**config.mk**
```make
export PLATFORM = sky130hd
export DESIGN_NAME = queue_drain_tx
export DESIGN_NICKNAME = d
export VERILOG_FILES = /design/src/rtl/queue_drain_tx.sv
export SDC_FILE = /design/constraint.sdc
export NUM_CORES = 1
export LEC_CHECK = 0
export CAP_MARGIN = 10
export CORE_MARGIN = 3
export CORE_UTILIZATION = 35
export DETAILED_ROUTE_END_ITERATION = 10
export GPL_TIMING_DRIVEN = 0
export PLACE_DENSITY = 0.6
export RECOVER_POWER = 25
export SYNTH_ARGS = -nofsm -noshare
export SYNTH_HDL_FRONTEND = slang
export SYNTH_SLANG_ARGS = --single-unit
```
**constraint.sdc**
```tcl
create_clock -name clock_10KHZ -period 4.8 [get_ports clock_10KHZ]
set_input_delay 0.96 -clock clock_10KHZ [delete_from_list [all_inputs] [get_ports clock_10KHZ]]
set_output_delay 0.96 -clock clock_10KHZ [all_outputs]
set_load 0.01 [all_outputs]
```
**src/rtl/queue_drain_tx.sv**
```systemverilog
// Drains the 8-entry byte queue and transmits each byte on a one-bit-per-clock
// serial line (start, 8 data bits LSB first, stop), keeping a byte count and checksum.
module queue_drain_tx #(
  parameter int unsigned TIMEOUT_CYCLES = 15
) (
  input  logic       clock_10KHZ,
  input  logic       reset,
  input  logic       enable_in,
  input  logic [3:0] len_in,
  input  logic [7:0] data_in,
  output logic       dequeue_out,
  output logic       tx_out,
  output logic       busy_out,
  output logic [7:0] byte_count_out,
  output logic [7:0] checksum_out,
  output logic       timeout_out
);

  localparam int unsigned LEN_W  = 4;
  localparam int unsigned BIT_W  = 4;
  localparam int unsigned BYTE_W = 8;

  localparam logic [BIT_W-1:0] LAST_DATA_BIT = BIT_W'(8);
  localparam logic [BIT_W-1:0] STOP_BIT      = BIT_W'(9);
  localparam logic [BIT_W-1:0] TO_LAST       = BIT_W'(TIMEOUT_CYCLES - 1);

  typedef enum logic [1:0] {
    S_IDLE = 2'd0,
    S_REQ  = 2'd1,
    S_SEND = 2'd2
  } state_t;

  state_t              state_q,    state_d;
  logic [LEN_W-1:0]    len_prev_q, len_prev_d;
  logic [BYTE_W-1:0]   shift_q,    shift_d;
  logic [BIT_W-1:0]    bit_cnt_q,  bit_cnt_d;
  logic [BIT_W-1:0]    to_cnt_q,   to_cnt_d;
  logic                dequeue_q,  dequeue_d;
  logic                tx_q,       tx_d;
  logic                busy_q,     busy_d;
  logic [BYTE_W-1:0]   count_q,    count_d;
  logic [BYTE_W-1:0]   sum_q,      sum_d;
  logic                timeout_q,  timeout_d;
  logic                deq_done_c;

  // Next-state and registered-output logic
  always_comb begin
    state_d    = state_q;
    len_prev_d = len_in;
    shift_d    = shift_q;
    bit_cnt_d  = bit_cnt_q;
    to_cnt_d   = to_cnt_q;
    dequeue_d  = dequeue_q;
    tx_d       = tx_q;
    count_d    = count_q;
    sum_d      = sum_q;
    timeout_d  = 1'b0;
    // A dequeue has landed when occupancy dropped by exactly one since last edge
    deq_done_c = (len_prev_q != '0) && (len_in == LEN_W'(len_prev_q - LEN_W'(1)));

    case (state_q)
      S_IDLE: begin
        tx_d      = 1'b1;
        dequeue_d = 1'b0;
        if (enable_in && (len_in != '0)) begin
          state_d   = S_REQ;
          dequeue_d = 1'b1;
          to_cnt_d  = '0;
        end
      end

      S_REQ: begin
        if (deq_done_c) begin
          shift_d   = data_in;
          dequeue_d = 1'b0;
          bit_cnt_d = '0;
          tx_d      = 1'b0;
          state_d   = S_SEND;
        end else if (to_cnt_q == TO_LAST) begin
          dequeue_d = 1'b0;
          timeout_d = 1'b1;
          state_d   = S_IDLE;
        end else begin
          to_cnt_d = BIT_W'(to_cnt_q + BIT_W'(1));
        end
      end

      S_SEND: begin
        if (bit_cnt_q == STOP_BIT) begin
          count_d = BYTE_W'(count_q + BYTE_W'(1));
          sum_d   = BYTE_W'(sum_q + shift_q);
          tx_d    = 1'b1;
          state_d = S_IDLE;
        end else begin
          bit_cnt_d = BIT_W'(bit_cnt_q + BIT_W'(1));
          tx_d      = (bit_cnt_q == LAST_DATA_BIT) ? 1'b1 : shift_q[bit_cnt_q[2:0]];
        end
      end

      default: begin
        state_d   = S_IDLE;
        dequeue_d = 1'b0;
        tx_d      = 1'b1;
      end
    endcase

    busy_d = (state_d != S_IDLE);
  end

  always_ff @(posedge clock_10KHZ or posedge reset) begin
    if (reset) begin
      state_q    <= S_IDLE;
      len_prev_q <= '0;
      shift_q    <= '0;
      bit_cnt_q  <= '0;
      to_cnt_q   <= '0;
      dequeue_q  <= 1'b0;
      tx_q       <= 1'b1;
      busy_q     <= 1'b0;
      count_q    <= '0;
      sum_q      <= '0;
      timeout_q  <= 1'b0;
    end else begin
      state_q    <= state_d;
      len_prev_q <= len_prev_d;
      shift_q    <= shift_d;
      bit_cnt_q  <= bit_cnt_d;
      to_cnt_q   <= to_cnt_d;
      dequeue_q  <= dequeue_d;
      tx_q       <= tx_d;
      busy_q     <= busy_d;
      count_q    <= count_d;
      sum_q      <= sum_d;
      timeout_q  <= timeout_d;
    end
  end

  assign dequeue_out    = dequeue_q;
  assign tx_out         = tx_q;
  assign busy_out       = busy_q;
  assign byte_count_out = count_q;
  assign checksum_out   = sum_q;
  assign timeout_out    = timeout_q;

endmodule

```
==> flow_metrics.tcl <==
set metrics [dict create \
    gp_congestion 0.8089 \
    syn_inst 203 \
    met2WireLength_mm 1.886 \
    dr.max_layer_used "met4" \
    post-route-min-period_ns 3.070 \
    synthDistinctLibCells 41 \
    htreeDepth 2 \
    crit_type "in -> async" \
    crit_buf_inv 3 \
    ant_nets 0 \
    drc 0 \
    drive_above_1_share_pct 10.16 \
    p_total_mw 1.282 \
    core_sq_mm 0.006061 \
    synth_flop_cell "dfrtp_1" \
    ys_ff_latch 42 \
    crit_slowest_cell "clkbuf_1" \
    clk_path_buf_depth 2 \
    p_leak_nw 1.268 \
    cp-end-kind "async pin" \
    fillers 607 \
    hold_depth 1 \
    cts_made_buffers 5 \
    async_reset_ff_share_pct 100.0 \
    skew_ns 0.008316 \
    dp_hpwl_mm 3.124 \
    start_util_pct 36.83 \
    clk_latency_ns 0.29 \
    max_stage_delay_ns 1.36 \
    synth_edf_count 0 \
    vdd_drop_max_mv 0.2468 \
    p_seq_share_pct 43.9 \
    switching_power_uw 442.0 \
    violations "capacitance limit, slew limit" \
    drt_iter0_markers 50 \
    status "finished with violations" \
    cpLargestDelayFamily "buffers and inverters" \
    seq_area_frac_synth_pct 47.14 \
    relSlewSlack_pct -21.45 \
    cts.sinks 42 \
    row_count 28 \
    crit_required_ns 4.85 \
    maxCapViolCount 1 \
    p_per_area_mw_per_mm2 464.1 \
    comb_power_share_pct 37.8 \
    min_path_type "reg -> reg" \
    hold_viol_final 0 \
    antenna_found_initial 0 \
    path_clk_slew_ns 0.08 \
    grtUsageTotal_pct 12.20 \
    finalSetupTns_ns 0 \
    drt-vias-per-instance 4.879 \
    rr_worst_depth 7 \
    avgSynthCellArea_sq_um 11.00 \
    met3_wirelength_um 161 \
    dieHeight_um 85.86 \
    portBuffers 34 \
    finalSetupViolations 0 \
    die_x_um 85.86 \
    drtPass1Iterations 4 \
    intPower_uw 839.5 \
    r2r_slack_ns 2.81 \
    overflow 0 \
    netlist_area_sq_mm 0.002232 \
    cp.arrival_ns 3.12 \
    pin_count 35 \
    nets 276 \
    vias 1566 \
    tightest_slew_ns 1.822 \
    cts_root_buf "clkbuf_8" \
    holdBufCountCts 0 \
    pre_cts_slack_ns 2.098 \
    rsz0062_at_grt "false" \
    crit_fanout 34 \
    worstSetupStartpointType "input pin" \
    grt_pass1_vias 1545 \
    yosysWarnings 0 \
    pwr-share-clk_pct 18.3 \
    final_core_util_pct 45.56 \
    finalCritPeriodShare_pct 63.95 \
    syn_nets 234 \
    max_freq_mhz 325.8 \
    cts_resized 0 \
    wl_mm 4.169 \
    cp_cell_sequence "dlygate4sd3_1 > inv_1 > clkbuf_1" \
    cp.depth 3 \
    antennaDiodeCount 0 \
    wl_per_cell_um 12.99 \
    postCtsSetupBuffers 0 \
    grt_max_degree 35 \
    grt_first_pass_wirelength_mm 7.107 \
    cts_tree "built" \
    die-area_sq_mm 0.007372 \
    wirelength_met1_mm 2.062 \
    netSwitchingFraction_pct 34.49 \
    layout_setup_ws_ns 1.730 \
    areaGrowthSynthToFinish_pct 23.71 \
    drv_slew 35 \
]
-- cell families (layout without fill, tap and decap cells) --
kind of cell,after synthesis,count (layout),synth area share (%)
XOR/XNOR,19,19,7.455
flip-flops,42,42,47.14
AND/OR/NAND/NOR,76,76,18.39
AO/OA/AOI/OAI,21,21,6.222
adder cells (fa/ha/maj),16,16,9.305
buffers and inverters,15,58,2.971
multiplexers,14,14,8.520
-- cells in the final DEF (no fill, tap or decap), types with 6 or more instances in the layout --
master | netlist | routed
dfrtp_1 | 41 | 41
clkdlybuf4s50_1 | 0 | 29
nand2_1 | 25 | 25
ha_1 | 15 | 15
xnor2_1 | 13 | 13
nand3_1 | 13 | 13
inv_1 | 12 | 12
nor2_1 | 8 | 8
o21ai_0 | 7 | 7
nand4_1 | 6 | 6
xor2_1 | 6 | 6
clkbuf_8 | 0 | 6
-- area by class of cell --
| cell class | instances | area [sq um] | share of cell area (%) |
|---|---|---|---|
| multi-input combinational | 146 | 1114 | 40.33 |
| clock inverter | 1 | 5.005 | 0.1812 |
| buffer | 3 | 21.27 | 0.7703 |
| sequential | 42 | 1052 | 38.11 |
| tap | 75 | 93.84 | 3.398 |
| inverter | 12 | 45.04 | 1.631 |
| timing repair buffer | 35 | 344.1 | 12.46 |
| clock buffer | 7 | 86.33 | 3.126 |
-- cell usage after synthesis (all sizes together), types with 2 or more instances --
cell / instances / area share [%]
a211oi: 3 / 1.6
buf: 3 / 0.95
nand3b: 2 / 1.2
mux4: 2 / 2.0
inv: 12 / 2.0
mux2: 8 / 4.7
mux2i: 4 / 1.8
dfrtp: 41 / 46
nor3b: 2 / 0.67
o21ai: 7 / 1.6
xnor2: 13 / 5.1
a21oi: 5 / 1.1
nand4: 7 / 2.6
a31oi: 2 / 0.56
nor2b: 3 / 0.84
nor2: 9 / 1.6
ha: 15 / 8.4
and2: 2 / 0.56
xor2: 6 / 2.4
nor3: 4 / 0.90
and3: 3 / 0.84
nand2: 25 / 4.2
nand3: 13 / 2.9
-- worst paths after layout --
check,startpoint,endpoint
worst max-delay path,reset,bit_cnt_q[3]$_DFFE_PP0P_
worst min-delay path,byte_count_out[7]$_DFFE_PP0P_,byte_count_out[7]$_DFFE_PP0P_
worst max register to register,len_prev_q[0]$_DFF_PP0_,to_cnt_q[0]$_DFFE_PP0P_
worst min register to register,byte_count_out[7]$_DFFE_PP0P_,byte_count_out[7]$_DFFE_PP0P_
max in group clock_10KHZ,len_in[3],to_cnt_q[0]$_DFFE_PP0P_
min in group asynchronous,reset,len_prev_q[0]$_DFF_PP0_
-- metrics by stage --
stage,cell area [sq um],cells,hold slack [ns]
finish,2761,321,0.4683
global route,2761,321,0.5133
CTS,2778,321,0.4740
detailed placement,2686,313,0.4631
global placement,2666,312,0.4573
floorplan,2232,203,0.4458
-- worst reg2reg max path, cell delays in order, from the launching register on --
cell      delay (ns)
dfrtp_1         0.38
inv_1           0.07
ha_1            0.30
xnor2_1         0.16
a211oi_4        0.28
nand3_1         0.22
nand3_1         0.26
mux2i_1         0.22
-- metal layers --
| layer | vias to the layer above | track usage (%) |
|---|---|---|
| met5 | - | 0 |
| met4 | 0 | 3.453 |
| met3 | 6 | 3.170 |
| met2 | 24 | 19.62 |
| met1 | 741 | 16.25 |
| li1 | 795 | - |
-- state kept, by name, indices dropped and copies added (netlist names) --
| register | count |
|---|---|
| timeout_out | 1 |
| byte_count_out | 8 |
| bit_cnt_q | 4 |
| tx_out | 1 |
| len_prev_q | 4 |
| checksum_out | 8 |
| busy_out | 1 |
| to_cnt_q | 4 |
| state_q | 2 |
| dequeue_out | 1 |
| shift_q | 8 |
-- power groups by stage --
stage               clock network, mW  registers, mW  logic [mW]
floorplan                           0          0.556       0.340
global route                    0.257          0.582       0.554
detailed placement                  0          0.569       0.492
global placement                    0          0.568       0.483
CTS                             0.244          0.564       0.494
finish                          0.234          0.563       0.484
Power figures use the tool's default switching activity.
